<file path="src/rtl/tick_ctrl_pkg.sv">
// -----------------------------------------------------------------------------
// tick_ctrl_pkg
//
// Shared definitions for the tick controller slice:
//   - state_t         : FSM state encoding (IDLE=0, RUN=1, DONE=2)
//   - DIV_W_DEF       : default prescaler divide-value width
//   - DEB_CYCLES_DEF  : default debounce stable-sample count
//   - rise()          : rising-edge helper (current level vs. registered level)
//
// Optional build macro used by the consumers of this package: TICK_DEBOUNCE_EN
// -----------------------------------------------------------------------------
package tick_ctrl_pkg;

   typedef enum logic [1:0] {
      ST_IDLE = 2'd0,
      ST_RUN  = 2'd1,
      ST_DONE = 2'd2
   } state_t;

   localparam int DIV_W_DEF      = 8;
   localparam int DEB_CYCLES_DEF = 16;

   // High for exactly the first cycle in which a level is seen high after
   // having been low on the previous cycle.
   function automatic logic rise(input logic cur, input logic prev);
      return cur & ~prev;
   endfunction

endpackage

</file>
<file path="src/rtl/tick_ctrl_debounce.sv">
// -----------------------------------------------------------------------------
// tick_debounce
//
// Two-flop synchronizer followed by a debouncer for one push-button level.
// The debounced output only changes after DEB_CYCLES consecutive synchronized
// samples that differ from the current output, so the delay from the first
// high sample of din to a changed dout is 2 + DEB_CYCLES cycles.
//
// Only instantiated by tick_ctrl when TICK_DEBOUNCE_EN is defined.
//
// Ports:
//   CLK    in   system clock, rising edge
//   RESET  in   asynchronous, active-high reset (clears all state)
//   din    in   raw asynchronous button level
//   dout   out  synchronized, debounced level
// -----------------------------------------------------------------------------
module tick_debounce
   import tick_ctrl_pkg::*;
#(
   parameter int DEB_CYCLES = DEB_CYCLES_DEF
) (
   input  logic CLK,
   input  logic RESET,
   input  logic din,
   output logic dout
);

   localparam int CW = (DEB_CYCLES < 2) ? 1 : $clog2(DEB_CYCLES + 1);

   logic          sync1_q, sync1_d;
   logic          sync2_q, sync2_d;
   logic          dout_q,  dout_d;
   logic [CW-1:0] cnt_q,   cnt_d;

   always_comb begin
      sync1_d = din;
      sync2_d = sync1_q;
      dout_d  = dout_q;
      cnt_d   = '0;
      // Count consecutive samples disagreeing with the output; any agreeing
      // sample restarts the run. The DEB_CYCLES-th disagreeing sample flips
      // the output.
      if (sync2_q != dout_q) begin
         if (cnt_q == CW'(DEB_CYCLES - 1)) begin
            dout_d = sync2_q;
         end else begin
            cnt_d = cnt_q + 1'b1;
         end
      end
   end

   always_ff @(posedge CLK or posedge RESET) begin
      if (RESET) begin
         sync1_q <= 1'b0;
         sync2_q <= 1'b0;
         dout_q  <= 1'b0;
         cnt_q   <= '0;
      end else begin
         sync1_q <= sync1_d;
         sync2_q <= sync2_d;
         dout_q  <= dout_d;
         cnt_q   <= cnt_d;
      end
   end

   assign dout = dout_q;

endmodule

</file>
<file path="src/rtl/tick_ctrl.sv">
// -----------------------------------------------------------------------------
// tick_ctrl
//
// Start/stop controller with prescaler that generates count-enable pulses for
// a downstream 4-bit counter. While running, EN pulses once every DIV+1
// cycles. In one-shot mode (SINGLE=1) the controller halts in DONE after the
// downstream counter reports its carry.
//
// Build option:
//   TICK_DEBOUNCE_EN  defined   : START/STOP go through tick_debounce
//                                 (synchronizer + debouncer) before edge
//                                 detection, adding 2+DEB_CYCLES cycles.
//                     undefined : START/STOP feed the edge detector directly.
//
// Parameters:
//   DIV_W       width of DIV / prescaler counter
//   DEB_CYCLES  stable-sample count of the debouncer (debounce build only)
//
// Ports:
//   CLK     in   system clock, rising edge
//   RESET   in   asynchronous, active-high reset
//   START   in   start request level, rising edge = start event
//   STOP    in   stop request level, rising edge = stop event (beats START)
//   DIV     in   terminal count, sampled only at a start event
//   SINGLE  in   one-shot mode: go to DONE on CO_IN
//   CO_IN   in   carry-out of downstream counter (all ones AND EN)
//   EN      out  count-enable pulse, combinational from registered state
//   RUN     out  high while in RUN
//   DONE    out  high while in DONE
// -----------------------------------------------------------------------------
module tick_ctrl
   import tick_ctrl_pkg::*;
#(
   parameter int DIV_W      = DIV_W_DEF,
   parameter int DEB_CYCLES = DEB_CYCLES_DEF
) (
   input  logic             CLK,
   input  logic             RESET,
   input  logic             START,
   input  logic             STOP,
   input  logic [DIV_W-1:0] DIV,
   input  logic             SINGLE,
   input  logic             CO_IN,
   output logic             EN,
   output logic             RUN,
   output logic             DONE
);

   logic start_lvl;
   logic stop_lvl;

`ifdef TICK_DEBOUNCE_EN
   tick_debounce #(
      .DEB_CYCLES (DEB_CYCLES)
   ) u_deb_start (
      .CLK   (CLK),
      .RESET (RESET),
      .din   (START),
      .dout  (start_lvl)
   );

   tick_debounce #(
      .DEB_CYCLES (DEB_CYCLES)
   ) u_deb_stop (
      .CLK   (CLK),
      .RESET (RESET),
      .din   (STOP),
      .dout  (stop_lvl)
   );
`else
   // Without the debouncer the parameter has no consumer.
   logic unused_deb_cycles;
   assign unused_deb_cycles = (DEB_CYCLES != 0);

   assign start_lvl = START;
   assign stop_lvl  = STOP;
`endif

   state_t           state_q, state_d;
   logic [DIV_W-1:0] cnt_q,   cnt_d;
   logic [DIV_W-1:0] div_q,   div_d;
   logic             start_prev_q, start_prev_d;
   logic             stop_prev_q,  stop_prev_d;
   logic             run_q,   run_d;
   logic             done_q,  done_d;
   logic             start_evt;
   logic             stop_evt;
   logic             terminal;

   // cnt never exceeds div_q, so equality is the only wrap condition needed.
   assign terminal = (cnt_q == div_q);

   always_comb begin
      start_prev_d = start_lvl;
      stop_prev_d  = stop_lvl;
      start_evt    = rise(start_lvl, start_prev_q);
      stop_evt     = rise(stop_lvl,  stop_prev_q);

      state_d = state_q;
      cnt_d   = '0;
      div_d   = div_q;

      case (state_q)
         ST_IDLE, ST_DONE: begin
            // A coincident stop event overrides the start event.
            if (stop_evt) begin
               state_d = ST_IDLE;
            end else if (start_evt) begin
               state_d = ST_RUN;
               div_d   = DIV;
            end
         end
         ST_RUN: begin
            if (stop_evt) begin
               state_d = ST_IDLE;
            end else if (SINGLE && CO_IN) begin
               state_d = ST_DONE;
            end else if (!terminal) begin
               cnt_d = cnt_q + 1'b1;
            end
         end
         default: begin
            state_d = ST_IDLE;
         end
      endcase

      run_d  = (state_d == ST_RUN);
      done_d = (state_d == ST_DONE);
   end

   always_ff @(posedge CLK or posedge RESET) begin
      if (RESET) begin
         state_q      <= ST_IDLE;
         cnt_q        <= '0;
         div_q        <= '0;
         start_prev_q <= 1'b0;
         stop_prev_q  <= 1'b0;
         run_q        <= 1'b0;
         done_q       <= 1'b0;
      end else begin
         state_q      <= state_d;
         cnt_q        <= cnt_d;
         div_q        <= div_d;
         start_prev_q <= start_prev_d;
         stop_prev_q  <= stop_prev_d;
         run_q        <= run_d;
         done_q       <= done_d;
      end
   end

   // EN is built only from flops that RESET clears asynchronously, so it drops
   // the moment RESET rises, without waiting for a clock edge.
   assign EN   = run_q & terminal;
   assign RUN  = run_q;
   assign DONE = done_q;

endmodule

</file>
<file path="config.mk">
export PLATFORM = sky130hd
export DESIGN_NAME = tick_ctrl
export DESIGN_NICKNAME = d
export VERILOG_FILES = /design/src/rtl/tick_ctrl_pkg.sv /design/src/rtl/tick_ctrl_debounce.sv /design/src/rtl/tick_ctrl.sv
export SDC_FILE = /design/constraint.sdc
export NUM_CORES = 1
export LEC_CHECK = 0
export ABC_AREA = 1
export BUFFER_PORTS_ARGS = -buffer_cell sky130_fd_sc_hd__clkbuf_2
export CORE_MARGIN = 10
export CORE_UTILIZATION = 55
export DETAILED_ROUTE_END_ITERATION = 8
export PLACE_DENSITY = 0.75
export SLEW_MARGIN = 0
export SYNTH_ARGS = -nofsm -noshare
export SYNTH_HDL_FRONTEND = slang
export SYNTH_SLANG_ARGS = --single-unit
</file>
<file path="constraint.sdc">
create_clock -name CLK -period 2.9 [get_ports CLK]
set_input_delay 0.58 -clock CLK [delete_from_list [all_inputs] [get_ports CLK]]
set_output_delay 0.58 -clock CLK [all_outputs]
set_load 0.05 [all_outputs]
</file>
==> results.toml <==
[cells_and_area]
mostFrequentLayoutCells = "nand2_1 (31), inv_1 (23), dfrtp_1 (22)"
nets = 163
nFillCells = 163
final_common_cell = "nand2_1"
n_antenna_cell = 0
ff_latch_area_um2 = 551
layoutNonFillerInstCount = 171
drive_gt1_share_pct = 23.3
multiInputGateArea_um2 = 427
area_growth_pct = 11.4

[sta]
finalCritPeriodShare_pct = 75.0
report.final.setup_viol = 0
hold_viol = 0
drv_slew = 0
fin_tns_setup_ps = 0
clock-skew-final_ps = 1.53
fin_crit_ps = 2170
rsz0062_at_grt = "false"
maxSlewHeadroom_pct = 39.6
fmax_mhz = 460
tightest_slew_ps = 906

[global_routing]
grt_max_degree = 23
overflow = 0
grt_pass1_wl_um = 3260
antenna_found_initial = 0
grtUsageTotal_pct = 9.82
grt_pass1_vias = 802

[placement]
place.gp.congestion = 0.769
dp_hpwl_um = 1470
dp_cells = 168
portBuffers = 16

[outcome]
status = "finished clean"

[floorplanning]
rows = 15
die_x_um = 64.3
die_h_um = 64.3
coreArea_um2 = 1800
start_util_pct = 59.9
ios = 17
dieArea_um2 = 4130

[critical_path]
r2r.worst_path.cells = 3
r2r_start = "stop_prev_q"
cp-start-kind = "flip-flop"
cp_max_fo = 4
worst_setup_path_end_kind = "primary output"
arrival_ps = 1590
r2r_end = "div_q[7]"
r2r_slack_ps = 1470
worstPathRequired_ps = 2320
timing_worst_setup_path_type = "reg2out"

[power_and_ir_drop]
leakagePower_uw = 0.000623
power-per-cell-area_nw_per_um2 = 525
p_clk_share_pct = 21.3
p_total_uw = 630
ir_drop_v = 0.000360
combPwrFrac_pct = 20.8
p_int_uw = 441
p_sw_share_pct = 30.0
share_seq_of_total_power_pct = 57.9
switching_power_uw = 189

[synth]
ys_seq_elements = 22
synth_compound_area_share_pct = 8.82
yosysWarnings = 0
synth-simple-area-share_pct = 23.9
synth_top_family_by_area = "simple AND/OR/NAND/NOR gates"
synth-xor-area-share_pct = 5.68
syn_area_um2 = 1080
ys_types = 17
synth_fa_ha_area_share_pct = 1.16
avgSynthCellArea_um2 = 8.43
syn-num-nets = 143
synth_mux_area_share_pct = 0
seq_area_frac_synth_pct = 51.0
synth_cells = 128

[routing]
firstDrtPassIters = 3
vias = 797
ant_nets = 0
drc = 0
vias_per_cell = 4.66
drt_iter0_drc = 19
wl_per_cell_um = 11.1
wl_um = 1900

[clock_network]
post_cts_resized = 0
cts_setup_buffers = 0
cts_tree = "yes"
cts.path.max_buffers = 2
h-tree-depth = 1
clk_latency_ps = 300
cts_buffers = 3
hold_buffers = 0
cts_sinks = 22
root_buffer = "clkbuf_4"
clkTransAtPathRegs_ps = 110

[hold_path]
hp-class = "in2async"

[flow_run]
drv_cap = 0
## state kept, by name, summed over array words and instances, names as in the netlist
register,count
RUN,1
start_prev_q,1
DONE,1
div_q,8
state_q,2
stop_prev_q,1
cnt_q,8
## critical path, cell delays in order, from the launching register on
cell,delay (ps)
dfrtp_1,410
inv_2,100
nand2_1,60
nand2_1,50
nand2_1,50
nor2_1,140
nand2_2,80
nor2_1,100
clkbuf_2,290
## synthesized netlist by cell type, drive strengths merged
cell type,instances,area share [%]
buf,1,1.0
a31oi,1,0.58
dfrtp,22,51
nor3,5,3.7
nand2,33,12
xor2,3,2.4
nand3,2,0.93
o21ai,6,4.2
xnor2,4,3.2
a21oi,5,4.1
inv,24,8.4
nor2,21,7.3
ha,1,1.2
## worst max path at each step
stage,start,slack (ps),end
finish,cnt_q[5],730,EN
global route,cnt_q[5],580,EN
CTS,cnt_q[5],710,EN
detailed placement,cnt_q[5],1070,EN
global placement,cnt_q[5],1100,EN
floorplan,cnt_q[3],890,EN
## layer usage
layer  GRT usage [%]  wire, um
met5               0         0
met4            5.61        49
met3            2.61        42
met2            16.9       938
met1            10.6       873
## metrics by stage
stage          setup slack, ps  hold slack [ps]  util [%]  area, um^2
2_1_floorplan              893              473         -        1080
3_3_place_gp              1100              489      65.4        1180
3_5_place_dp              1070              498      65.4        1180
4_1_cts                    705              372      66.7        1200
5_1_grt                    580              366      66.7        1200
6_report                   726              386      66.7        1200
## final cells by class
type	instances	share of cell area [%]
inverters	24	7.50
clock buffers	3	1.88
multi-input cells	81	35.5
repair buffers	16	6.67
well taps	25	2.60
flip-flops and latches	22	45.8
## power groups by stage
stage                     combinational (uW)  sequential [uW]  clock (uW)
after floorplan                         94.8              377           0
after global placement                   130              370           0
after detailed placement                 134              372           0
after CTS                                134              365         143
after global routing                     151              370         156
final                                    131              365         134
## logic make-up (layout without fill, tap and decap cells)
family | after synthesis | count (layout)
buf+inv | 25 | 43
simple gates | 61 | 61
xor+xnor | 7 | 7
compound gates | 12 | 12
fa+ha+maj | 1 | 1
flops | 22 | 22
No activity file was read; power rests on OpenSTA's default activity.
